===== src/rtl/violation_log_ctrl.sv =====
// violation_log_ctrl: captures rising edges of violation strobes with CPU/DMA context
// and drains them by priority into an external log RAM as fixed-format records.
module violation_log_ctrl #(
    parameter int NUM_SRC = 6,
    parameter int CODE_W = 3,
    parameter int ADDR_W = 16,
    parameter logic [NUM_SRC-1:0] DMA_MASK = 6'b111000,
    parameter logic [NUM_SRC-1:0] NOADDR_MASK = 6'b000100,
    parameter logic [NUM_SRC-1:0] WR_MASK = 6'b000001,
    parameter int DROP_W = 8,
    localparam int REC_W = CODE_W + 34
) (
    input  logic               clk,
    input  logic               reset_n,
    input  logic [NUM_SRC-1:0] src_rst,
    input  logic [15:0]        pc,
    input  logic [15:0]        data_addr,
    input  logic               data_en,
    input  logic               data_wr,
    input  logic [15:0]        dma_addr,
    input  logic               dma_en,
    input  logic               clr,
    input  logic               wrap_en,
    output logic               log_we,
    output logic [ADDR_W-1:0]  log_waddr,
    output logic [REC_W-1:0]   log_wdata,
    output logic [ADDR_W:0]    log_count,
    output logic               log_full,
    output logic               log_wrapped,
    output logic [DROP_W-1:0]  drop_cnt
);
    localparam int SNAP_W = 34;
    localparam int SUM_W = DROP_W + CODE_W + 1;
    localparam logic [ADDR_W:0] DEPTH = {1'b1, {ADDR_W{1'b0}}};

    logic [NUM_SRC-1:0] src_prev, pend, ev, svc, retrig;
    logic [SNAP_W-1:0]  snap [NUM_SRC];
    logic [SNAP_W-1:0]  cap_data [NUM_SRC];
    logic [ADDR_W-1:0]  wr_ptr;
    logic [CODE_W-1:0]  sel;
    logic               stall, we_next;
    logic [SUM_W-1:0]   drop_sum;

    assign ev       = src_rst & ~src_prev;
    assign svc      = pend & (~pend + NUM_SRC'(1));
    assign retrig   = ev & pend & ~svc;
    assign log_full = log_count == DEPTH;
    assign stall    = log_full & ~wrap_en;
    assign we_next  = |pend & ~stall;
    assign drop_sum = SUM_W'(drop_cnt) + SUM_W'($countones(retrig)) + SUM_W'(|pend & stall);

    for (genvar g = 0; g < NUM_SRC; g++) begin : g_cap
        assign cap_data[g] = NOADDR_MASK[g] ? {pc, 18'b0} :
                             DMA_MASK[g]    ? {pc, dma_addr, dma_en, 1'b0} :
                                              {pc, data_addr, data_en, WR_MASK[g] & data_wr};
    end

    always_comb begin
        sel = '0;
        for (int i = NUM_SRC - 1; i >= 0; i--)
            if (pend[i]) sel = CODE_W'(i);
    end

    always_ff @(posedge clk or negedge reset_n) begin
        if (!reset_n) begin
            src_prev    <= '0;
            pend        <= '0;
            wr_ptr      <= '0;
            log_we      <= 1'b0;
            log_waddr   <= '0;
            log_wdata   <= '0;
            log_count   <= '0;
            log_wrapped <= 1'b0;
            drop_cnt    <= '0;
            for (int i = 0; i < NUM_SRC; i++) snap[i] <= '0;
        end else if (clr) begin
            src_prev    <= src_rst;
            pend        <= '0;
            wr_ptr      <= '0;
            log_we      <= 1'b0;
            log_count   <= '0;
            log_wrapped <= 1'b0;
            drop_cnt    <= '0;
        end else begin
            src_prev <= src_rst;
            pend     <= (pend & ~svc) | ev;
            log_we   <= we_next;
            drop_cnt <= (drop_sum > SUM_W'({DROP_W{1'b1}})) ? '1 : drop_sum[DROP_W-1:0];
            // a re-trigger on a still-queued source keeps the first snapshot
            for (int i = 0; i < NUM_SRC; i++)
                if (ev[i] && !retrig[i]) snap[i] <= cap_data[i];
            if (we_next) begin
                log_waddr <= wr_ptr;
                log_wdata <= {sel, snap[sel]};
                wr_ptr    <= wr_ptr + ADDR_W'(1);
                if (log_full) log_wrapped <= 1'b1;
                else log_count <= log_count + (ADDR_W + 1)'(1);
            end
        end
    end
endmodule


===== config.mk =====
export PLATFORM = sky130hd
export DESIGN_NAME = violation_log_ctrl
export DESIGN_NICKNAME = d
export VERILOG_FILES = /design/src/rtl/violation_log_ctrl.sv
export SDC_FILE = /design/constraint.sdc
export NUM_CORES = 1
export LEC_CHECK = 0
export ABC_AREA = 1
export BUFFER_PORTS_ARGS = -buffer_cell sky130_fd_sc_hd__buf_2
export CAP_MARGIN = 20
export CORE_MARGIN = 2
export CORE_UTILIZATION = 35
export CTS_CLUSTER_SIZE = 14
export DETAILED_ROUTE_END_ITERATION = 12
export GPL_TIMING_DRIVEN = 0
export SLEW_MARGIN = 20
export SYNTH_ARGS = -nofsm -noshare
export SYNTH_HDL_FRONTEND = slang
export SYNTH_SLANG_ARGS = --single-unit

===== constraint.sdc =====
create_clock -name clk -period 5.09 [get_ports clk]
set_input_delay 1.2725 -clock clk [delete_from_list [all_inputs] [get_ports clk]]
set_output_delay 1.2725 -clock clk [all_outputs]
set_load 0.02 [all_outputs]

==> results of run 1 <==
-- flip-flops by register name (all words and copies together), names as in the netlist --
signal and cells:
log_waddr 16, log_wdata 37, drop_cnt 8, log_wrapped 1
snap 182, log_count 17, log_we 1, src_prev 6
wr_ptr 16, pend 6
-- how the worst max path moves through the flow --
stage	from	end
floorplan	src_rst[2]	drop_cnt[5]
global placement	reset_n	log_wdata[23]
detailed placement	src_rst[2]	drop_cnt[5]
CTS	src_rst[2]	drop_cnt[5]
global route	src_rst[2]	drop_cnt[5]
finish	src_rst[2]	drop_cnt[5]
-- worst register-to-register path, delay by kind of cell (launching register included) --
family | cells | cell delay [ns]
AO/OA/AOI/OAI | 2 | 0.41
flip-flops | 1 | 0.43
buffers and inverters | 5 | 0.34
AND/OR/NAND/NOR | 7 | 0.88
adder cells (fa/ha/maj) | 5 | 2.04
-- logic make-up (layout without fill, tap and decap cells) --
family                   Yosys count  in the layout  synth area share [%]
AND/OR/NAND/NOR                  830            830                  24.2
flip-flops                       290            290                  50.6
AO/OA/AOI/OAI                    319            319                  11.6
other                              1              2                0.0262
XOR/XNOR                          15             15                 0.916
adder cells (fa/ha/maj)           14             14                  1.43
buffers and inverters            391            597                  11.2
-- cells in the final DEF, fill, tap and decap left out, types with 5 or more instances in the layout --
cell,Yosys,routed
clkbuf_16,0,35
nand3_1,168,168
nor3_1,12,12
clkbuf_1,35,46
nor2_1,110,110
buf_4,17,17
o21ai_0,212,212
xor2_1,13,13
a21oi_1,65,65
o21ai_1,19,19
ha_1,10,10
nand2_1,505,505
buf_1,8,8
or2_2,8,8
inv_2,5,5
inv_1,288,288
nand2_2,5,5
dfrtp_1,290,290
buf_2,33,173
a21boi_1,17,17
clkinv_2,0,7
nand4_1,9,9
-- layout make-up --
cell class | instances | area (um2) | share of cell area (%)
well taps | 532 | 666 | 3.94
multi-input cells | 1179 | 5470 | 32.4
inverters | 293 | 1100 | 6.51
flip-flops and latches | 290 | 7260 | 42.9
clock buffers | 49 | 958 | 5.67
clock inverters | 13 | 139 | 0.822
diodes | 1 | 2.50 | 0.0148
repair buffers | 144 | 798 | 4.72
plain buffers | 98 | 513 | 3.04
-- routing by layer --
layer	part of all wire (%)	global-route usage [%]	vias up
met2	46	32.0	275
met1	46	27.3	6023
met3	4.7	3.69	80
met5	0	0	-
met4	3.4	7.19	0
li1	-	-	6183
-- stage by stage --
step	utilization [%]	total power, mW	TNS (ns)	hold slack (ns)	worst slack, ns
2_1_floorplan	-	3.70	0	0.449	0.729
3_3_place_gp	38.7	4.15	-822.50	0.459	-2.86
3_5_place_dp	38.9	4.18	0	0.465	0.245
4_1_cts	41.6	6.66	0	0.482	0.796
5_1_grt	41.6	6.97	0	0.502	0.475
6_report	41.6	6.58	0	0.480	0.738
-- power by group through the flow --
stage | Clock (mW) | Combinational [mW] | Sequential [mW]
final | 2.44 | 1.29 | 2.85
after global routing | 2.60 | 1.47 | 2.89
after CTS | 2.50 | 1.30 | 2.85
after detailed placement | 0 | 1.30 | 2.89
after global placement | 0 | 1.27 | 2.88
after floorplan | 0 | 0.742 | 2.96
==> metrics.csv, run 1 <==
stage,metric,value,unit
run_status,outcome,"finished, final reports clean",
floorplan,Die Span Y,206,um
synthesis,Synth top area share,50.6,%
synthesis,Synth async-reset ratio,100,%
worst_setup_path,Critical Path Sink Type,flip-flop,
worst_setup_path,WP data required,5.55,ns
drt,drt initial violations,778,
cells_and_area,Finished Layout Cells,2599,
floorplan,Chip Width,206,um
clocking,clk sinks,290,
synthesis,sequential area share after synthesis,50.6,%
drt,Final ANT Viol Nets,0,
synthesis,Syn Area/Cell,7.71,um2
global_route,first-pass GRT wire length,66.4,mm
timing,Fin. Hold Viols,0,
clocking,Clock Path Buffers,3,
timing,final setup violating endpoints,0,
worst_setup_path,reg2reg start,pend[0],
clocking,htree depth,2,
clocking,cts-stage hold buffer count,0,
global_route,GRT Util Overall,20.1,%
drt,drt first pass iters,5,
pwr,clock power share,37.1,%
clocking,CTS root buf,clkbuf_16,
global_route,largest net degree at the start of global routing,95,
synthesis,Yosys cell types,38,
hold_path,hold path cells,2,
synthesis,synthesized net count,1935,
timing,Slew Limit Fails,0,
timing,"Period Utilization, post-route",85.5,%
pwr,LEAKAGE,8.84,nW
drt,DR vias,12600,
timing,Slew HR,55.2,%
floorplan,io pins,142,
worst_setup_path,R2R depth,19,
synthesis,Synth warnings,0,
worst_setup_path,Top delay family on crit path,adder cells,
pwr,Net Sw Frac,31.2,%
clocking,# Post-CTS Setup Buffers,0,
pwr,Internal,4.52,mW
synthesis,Synth area leaders,"dfrtp_1 51%, nand2_1 13%, inv_1 7.5%",
cells_and_area,share of post-route cells with drive strength above 1,13.6,%
drt,Routed WL per cell,16.1,um
worst_setup_path,Crit Path Class,in -> reg,
timing,Tmin final,4.35,ns
clocking,clock tree from TritonCTS,built,
worst_setup_path,critical path depth,18,
place,dpl hpwl,30.8,mm
timing,Max Clock Skew,0.0317,ns
clocking,Clock Latency Late Sink,0.55,ns
synthesis,mapped cell area,0.0143,mm2
worst_setup_path,startpoint types,primary input,
place,post-place instance area,0.0158,mm2
drt,vias per std cell,4.83,
worst_setup_path,worst-path cell chain,"buf_2, nand2_1, nor2_1, fa_1, inv_1, fa_1, fa_1, inv_1, ha_1, inv_1, fa_1, o21ai_0, nand2_1, nor2_1, nand2_1, nand2_1, o21ai_0, inv_1",
synthesis,most frequent cells after synthesis,"505 x nand2_1, 290 x dfrtp_1, 288 x inv_1",
drt,Detailed Route WL,41.9,mm
place,IO Port Bufs,141,
cells_and_area,Final Instance Area,0.0169,mm2
place,placed cell count,2536,
global_route,antenna violations before repair,1,
clocking,clock buffer count from CTS,35,
worst_setup_path,critical path's largest stage delay,0.50,ns
worst_setup_path,capturing point of the worst reg2reg path,drop_cnt[5],
floorplan,core area,0.0406,mm2
synthesis,number of synthesized flops with an enable pin,0,
cells_and_area,fillers,4245,
cells_and_area,Area growth syn-to-layout,17.9,%
clocking,post_cts resized,0,
worst_setup_path,FF-to-FF setup slack,0.91,ns
floorplan,FP Rows,74,
worst_setup_path,CP max-delay cell,fa_1,
synthesis,synthesized flop and latch total,290,
place,routability cong.,0.912,
synthesis,Cells after Synth,1860,
worst_setup_path,Buf/Inv on CP,5,
worst_setup_path,Crit Path Max Fanout,6,
flow_run,Max-Cap Viols,0,
drt,DRC Markers,0,
pwr,Comb power frac,19.5,%
synthesis,"Top FF cell, synth",dfrtp_1,
global_route,GRT overflow,0,
hold_path,Hold Crit Class,reg -> reg,
pwr,PwrDens,389,mW/mm2
timing,RSZ-0062 raised after global routing,no,
timing,Fmax,230,MHz
cells_and_area,Nets,2116,
hold_path,Hold Path Sink,log_waddr[11],
pwr,sequential power share,43.4,%
clocking,"Clk pin slew, worst setup/hold paths",0.06,ns
floorplan,initial core utilization,35.3,%
pwr,NetSw,2.05,mW
synthesis,Yosys top cell by area,dfrtp_1,
worst_setup_path,crit path DAT,4.81,ns
pwr,Peak supply drop,0.000161,V
timing,Slew @ Worst Pin,0.672,ns
global_route,vias in the first global route,12200,
hold_path,startpoint of the worst hold path,log_waddr[11],
synthesis,"count leader, synth",nand2_1,
floorplan,full die area,0.0426,mm2
No activity file was read; power rests on OpenSTA's default activity.
==> run 2: changes to the inputs <==
--- a/config.mk
+++ b/config.mk
@@ -7,9 +7,9 @@
 export LEC_CHECK = 0
 export ABC_AREA = 1
 export BUFFER_PORTS_ARGS = -buffer_cell sky130_fd_sc_hd__buf_2
-export CAP_MARGIN = 20
 export CORE_MARGIN = 2
 export CORE_UTILIZATION = 35
+export CTS_BUF_LIST = sky130_fd_sc_hd__clkbuf_16
 export CTS_CLUSTER_SIZE = 14
 export DETAILED_ROUTE_END_ITERATION = 12
 export GPL_TIMING_DRIVEN = 0
==> metrics.csv, run 2 (synthesis results as in run 1) <==
stage,metric,value,unit,change
place,post-place instance area,0.0158,mm2,unchanged
pwr,Peak supply drop,0.000161,V,about the same
cells_and_area,"Core Util, Final",41.5,%,-0.074 points
cells_and_area,Nets,2116,,unchanged
worst_setup_path,startpoint types,primary input,,
floorplan,Chip Width,206,um,unchanged
clocking,clock tree from TritonCTS,built,,
timing,Fin. Hold Viols,0,,unchanged
drt,DR vias,12500,,-0.13%
clocking,Clock Latency Late Sink,0.55,ns,about the same
cells_and_area,fillers,4246,,+0.024%
timing,Slew @ Worst Pin,0.669,ns,-0.00315 ns
floorplan,io pins,142,,unchanged
global_route,largest net degree at the start of global routing,95,,unchanged
timing,Slew Limit Fails,0,,unchanged
clocking,clock buffer count from CTS,35,,unchanged
drt,vias per std cell,4.83,,-0.13%
floorplan,FP Rows,74,,unchanged
drt,drt first pass iters,5,,unchanged
clocking,"Clk pin slew, worst setup/hold paths",0.06,ns,about the same
worst_setup_path,Crit Path Class,in -> reg,,
worst_setup_path,Critical Path Sink Type,flip-flop,,
clocking,post_cts resized,0,,unchanged
clocking,cts-stage hold buffer count,0,,unchanged
floorplan,full die area,0.0426,mm2,unchanged
timing,"Period Utilization, post-route",85.3,%,-0.23 points
timing,RSZ-0062 raised after global routing,no,,
timing,Tmin final,4.34,ns,-0.0115 ns
timing,Slew HR,55.4,%,+0.21 points
place,routability cong.,0.912,,unchanged
timing,Max Clock Skew,0.0319,ns,+0.000138 ns
clocking,htree depth,2,,unchanged
hold_path,hold path cells,2,,unchanged
global_route,antenna violations before repair,1,,unchanged
cells_and_area,share of post-route cells with drive strength above 1,13.5,%,-0.15 points
cells_and_area,Largest regs,"snap x182, log_wdata x37, log_count x17",,
drt,Final ANT Viol Nets,0,,unchanged
timing,Fmax,230,MHz,+0.26%
timing,final setup violating endpoints,0,,unchanged
cells_and_area,"commonest non-fill, non-tap cell in the layout",nand2_1,,
drt,drt initial violations,804,,+3.3%
place,IO Port Bufs,141,,unchanged
global_route,first-pass GRT wire length,66.4,mm,unchanged
drt,DRC Markers,0,,unchanged
drt,Detailed Route WL,41.8,mm,-0.20%
pwr,PwrDens,385,mW/mm2,-0.96%
timing,setup slack after layout,0.749,ns,+0.0115 ns
cells_and_area,Area growth syn-to-layout,17.7,%,
worst_setup_path,Crit Path Max Fanout,6,,unchanged
cells_and_area,Final Instance Area,0.0169,mm2,-0.18%
place,Post-Place Worst Slack,0.245,ns,unchanged
worst_setup_path,R2R depth,19,,unchanged
global_route,vias in the first global route,12200,,+0.11%
flow_run,Max-Cap Viols,0,,unchanged
worst_setup_path,WP data required,5.55,ns,about the same
timing,total negative slack,0,ns,unchanged
floorplan,Die Span Y,206,um,unchanged
cells_and_area,Largest Register,snap,,
clocking,Clock Path Buffers,3,,unchanged
global_route,GRT overflow,0,,unchanged
drt,Routed WL per cell,16.1,um,-0.20%
cells_and_area,multi-input logic area,0.00547,mm2,unchanged
clocking,CTS root buf,clkbuf_16,,
clocking,# Post-CTS Setup Buffers,0,,unchanged
hold_path,Hold Crit Class,reg -> reg,,
cells_and_area,Largest register FFs,182,,unchanged
worst_setup_path,crit path DAT,4.80,ns,about the same
floorplan,initial core utilization,35.3,%,unchanged
pwr,LEAKAGE,8.87,nW,+0.32%
global_route,GRT Util Overall,20.1,%,about the same
cells_and_area,most frequent cells in the layout,"505 x nand2_1, 299 x inv_1, 290 x dfrtp_1",,
run_status,outcome,"finished, final reports clean",,
place,dpl hpwl,30.8,mm,unchanged
cells_and_area,Reg area,0.00726,mm2,unchanged
clocking,clk sinks,290,,unchanged
floorplan,core area,0.0406,mm2,unchanged
-- run 2: cell count changes in the layout (fill, tap and decap cells not counted) --
cell / previous run / this run
clkbuf_1: 46 / 35
clkinv_1: 0 / 3
clkbuf_8: 4 / 1
inv_1: 288 / 299
-- run 2: worst max-delay path: stages --
cell and delay (ns):
buf_2 0.11, nand2_1 0.08, nor2_1 0.06, fa_1 0.47, inv_1 0.05, fa_1 0.50
fa_1 0.48, inv_1 0.07, ha_1 0.19, inv_1 0.07, fa_1 0.40, o21ai_0 0.33
nand2_1 0.12, nor2_1 0.14, nand2_1 0.18, nand2_1 0.11, o21ai_0 0.07, inv_1 0.08
-- run 2: cell type report --
| type | instances | share of cell area (%) |
|---|---|---|
| clock buffers | 35 | 5.19 |
| well taps | 532 | 3.95 |
| multi-input cells | 1179 | 32.4 |
| repair buffers | 144 | 4.73 |
| flip-flops and latches | 290 | 43.0 |
| inverters | 293 | 6.52 |
| plain buffers | 98 | 3.04 |
| diodes | 1 | 0.0148 |
| clock inverters | 27 | 1.13 |
-- run 2: metrics by stage --
step                hold slack (ns)  total power, mW  cells
detailed placement            0.465             4.18   2536
floorplan                     0.449             3.70   1860
global placement              0.459             4.15   2533
global route                  0.502             6.90   2599
finish                        0.479             6.50   2599
CTS                           0.482             6.59   2598
-- run 2: final timing paths --
check / start / endpoint / slack (ns)
worst max-delay path: src_rst[2] / drop_cnt[5] / 0.75
worst min-delay path: log_waddr[11] / log_waddr[11] / 0.48
worst max register to register: pend[0] / drop_cnt[5] / 0.92
worst min register to register: log_waddr[11] / log_waddr[11] / 0.48
max in group asynchronous: reset_n / snap[16] / 3.35
min in group asynchronous: reset_n / log_waddr[6] / 0.62
-- run 2: power by group --
group	switching, mW	internal (mW)
logic	0.839	0.445
registers	0.197	2.65
clock network	1.01	1.36
-- run 2: per-layer routing --
layer	up-vias	GRT usage, %	part of all wire, %
li1	6176	-	-
met2	284	32.0	46
met1	6002	27.3	46
met3	83	3.63	4.5
met5	-	0	0
met4	0	7.24	3.5
==> run 3: changes to the inputs <==
--- a/config.mk
+++ b/config.mk
@@ -7,6 +7,7 @@
 export LEC_CHECK = 0
 export ABC_AREA = 1
 export BUFFER_PORTS_ARGS = -buffer_cell sky130_fd_sc_hd__buf_2
+export CORE_ASPECT_RATIO = 1.5
 export CORE_MARGIN = 2
 export CORE_UTILIZATION = 35
 export CTS_BUF_LIST = sky130_fd_sc_hd__clkbuf_16
@@ -17,3 +18,4 @@
 export SYNTH_ARGS = -nofsm -noshare
 export SYNTH_HDL_FRONTEND = slang
 export SYNTH_SLANG_ARGS = --single-unit
+export TNS_END_PERCENT = 100
==> metrics.csv, run 3 (synthesis results as in run 1) <==
stage,metric,value,unit,change
drt,Routed WL per cell,16.5,um,+2.4%
floorplan,io pins,142,,unchanged
cells_and_area,Nets,2110,,-0.28%
timing,"Period Utilization, post-route",85.5,%,+0.18 points
clocking,"Clk pin slew, worst setup/hold paths",0.06,ns,about the same
cells_and_area,"Core Util, Final",41.3,%,-0.16 points
place,placed cell count,2510,,-1.0%
cells_and_area,fillers,4135,,-2.6%
worst_setup_path,Crit Path Class,in -> reg,,
global_route,largest net degree at the start of global routing,99,,+4.2%
run_status,outcome,"finished, final reports clean",,
worst_setup_path,R2R depth,19,,unchanged
worst_setup_path,startpoint types,primary input,,
timing,Slew HR,55.8,%,+0.38 points
drt,DR vias,12500,,-0.48%
cells_and_area,Finished Layout Cells,2565,,-1.3%
global_route,antenna violations before repair,2,,+1
drt,DRC Markers,0,,unchanged
clocking,# Post-CTS Setup Buffers,0,,unchanged
cells_and_area,Largest Register,snap,,
worst_setup_path,worst-path cell chain,"buf_2, nand2_1, nor2_1, fa_1, inv_1, fa_1, fa_1, inv_1, ha_1, inv_1, fa_1, o21ai_0, nand2_1, nor2_1, nand2_1, nand2_1, o21ai_0, inv_1",,
cells_and_area,share of post-route cells with drive strength above 1,13.3,%,-0.23 points
cells_and_area,most frequent cells in the layout,"505 x nand2_1, 292 x inv_1, 290 x dfrtp_1",,
worst_setup_path,Top delay family on crit path,adder cells,,
drt,drt initial violations,780,,-3.0%
global_route,GRT overflow,0,,unchanged
clocking,clock buffer count from CTS,29,,-17%
floorplan,Die Span Y,252,um,+22%
floorplan,Chip Width,169,um,-18%
pwr,sequential power share,45.9,%,+2.0 points
place,IO Port Bufs,141,,unchanged
pwr,Comb power frac,20.6,%,+0.8 points
flow_run,Max-Cap Viols,0,,unchanged
pwr,Peak supply drop,0.000240,V,+50%
clocking,CTS root buf,clkbuf_16,,
pwr,Internal,4.23,mW,-5.0%
clocking,Clock Latency Late Sink,0.58,ns,+0.03 ns
global_route,vias in the first global route,12400,,+1.8%
floorplan,core area,0.0403,mm2,-0.82%
worst_setup_path,Critical Path Sink Type,flip-flop,,
worst_setup_path,FF-to-FF setup slack,0.86,ns,-0.06 ns
drt,Detailed Route WL,42.3,mm,+1.1%
place,Post-Place Worst Slack,0.173,ns,-0.0718 ns
worst_setup_path,WP data required,5.58,ns,+0.03 ns
floorplan,FP Rows,90,,+22%
cells_and_area,"commonest non-fill, non-tap cell in the layout",nand2_1,,
clocking,htree depth,1,,-1
worst_setup_path,Buf/Inv on CP,5,,unchanged
worst_setup_path,CP max-delay cell,fa_1,,
worst_setup_path,reg2reg start,pend[0],,
cells_and_area,Final Instance Area,0.0167,mm2,-1.2%
cells_and_area,Largest regs,"snap x182, log_wdata x37, log_count x17",,
hold_path,Hold Crit Class,reg -> reg,,
timing,RSZ-0062 raised after global routing,no,,
timing,Slew Limit Fails,0,,unchanged
pwr,clock power share,33.4,%,-3.0 points
timing,Tmin final,4.35,ns,+0.00937 ns
pwr,Net Sw Frac,31.8,%,+0.41 points
worst_setup_path,crit path DAT,4.84,ns,+0.04 ns
place,post-place instance area,0.0158,mm2,-0.21%
hold_path,Hold Path Sink,log_waddr[9],,
clocking,Clock Path Buffers,3,,unchanged
pwr,NetSw,1.98,mW,-3.2%
hold_path,hold path cells,2,,unchanged
timing,Fmax,230,MHz,-0.22%
clocking,clock tree from TritonCTS,built,,
cells_and_area,Largest register FFs,182,,unchanged
timing,total negative slack,0,ns,unchanged
clocking,clk sinks,290,,unchanged
pwr,PwrDens,373,mW/mm2,-3.3%
floorplan,initial core utilization,35.6,%,+0.29 points
clocking,cts-stage hold buffer count,0,,unchanged
drt,vias per std cell,4.87,,+0.84%
worst_setup_path,critical path's largest stage delay,0.48,ns,-0.02 ns
global_route,first-pass GRT wire length,67.2,mm,+1.1%
drt,drt first pass iters,5,,unchanged
cells_and_area,Area growth syn-to-layout,16.2,%,
drt,Final ANT Viol Nets,0,,unchanged
place,routability cong.,0.881,,-3.4%
worst_setup_path,capturing point of the worst reg2reg path,drop_cnt[5],,
hold_path,startpoint of the worst hold path,log_waddr[9],,
place,dpl hpwl,31.2,mm,+1.5%
global_route,GRT Util Overall,19.9,%,-0.15 points
timing,Max Clock Skew,0.0299,ns,-0.00195 ns
timing,setup slack after layout,0.740,ns,-0.00937 ns
timing,final setup violating endpoints,0,,unchanged
timing,Fin. Hold Viols,0,,unchanged
worst_setup_path,Crit Path Max Fanout,6,,unchanged
clocking,post_cts resized,0,,unchanged
pwr,LEAKAGE,8.77,nW,-1.2%
floorplan,full die area,0.0426,mm2,about the same
timing,Slew @ Worst Pin,0.663,ns,-0.00574 ns
## run 3: cell count changes in the layout (fill, tap and decap cells not counted)
| cell | previous run | this run |
|---|---|---|
| inv_16 | 1 | 0 |
| clkinv_4 | 0 | 2 |
| clkinv_1 | 3 | 7 |
| clkbuf_16 | 35 | 29 |
| diode_2 | 1 | 2 |
| clkinv_2 | 7 | 8 |
| inv_1 | 299 | 292 |
| clkinvlp_4 | 2 | 0 |
## run 3: tightest hold or removal path: stages, from the launching register on
cell	delay [ns]
dfrtp_1	0.34
nand2_1	0.05
nand2_1	0.05
## run 3: metrics by stage
stage	power, mW	hold WS [ns]
after detailed placement	4.18	0.465
after CTS	6.27	0.482
final	6.21	0.472
after global placement	4.14	0.464
after floorplan	3.70	0.449
after global routing	6.56	0.505
## run 3: how the worst max path moves through the flow
stage	depth (start not counted)	start	end
final	18	src_rst[2]	drop_cnt[5]
after global routing	18	src_rst[2]	drop_cnt[5]
after CTS	18	src_rst[2]	drop_cnt[5]
after detailed placement	18	src_rst[2]	drop_cnt[5]
after global placement	1	reset_n	snap[196]
after floorplan	17	src_rst[2]	drop_cnt[5]
## run 3: routing by layer
layer | vias up | GRT usage, % | share of wire (%)
li1 | 6149 | - | -
met1 | 5973 | 23.5 | 40
met2 | 297 | 37.0 | 53
met3 | 66 | 2.04 | 4.1
met4 | 0 | 7.35 | 3.3
met5 | - | 0 | 0
## run 3: area by class of cell
class	instances	area, um2	area share, %
plain buffers	98	513	3.08
clock buffers	29	726	4.35
well taps	506	633	3.80
diodes	2	5.00	0.0300
clock inverters	24	168	1.01
flip-flops and latches	290	7260	43.5
inverters	293	1100	6.60
repair buffers	144	798	4.79
multi-input cells	1179	5470	32.8
## run 3: power by group through the flow
stage          combinational (mW)  clock (mW)  sequential [mW]
3_5_place_dp                 1.29           0             2.89
2_1_floorplan               0.742           0             2.96
3_3_place_gp                 1.26           0             2.87
4_1_cts                      1.30        2.12             2.85
6_report                     1.28        2.08             2.85
5_1_grt                      1.46        2.21             2.89
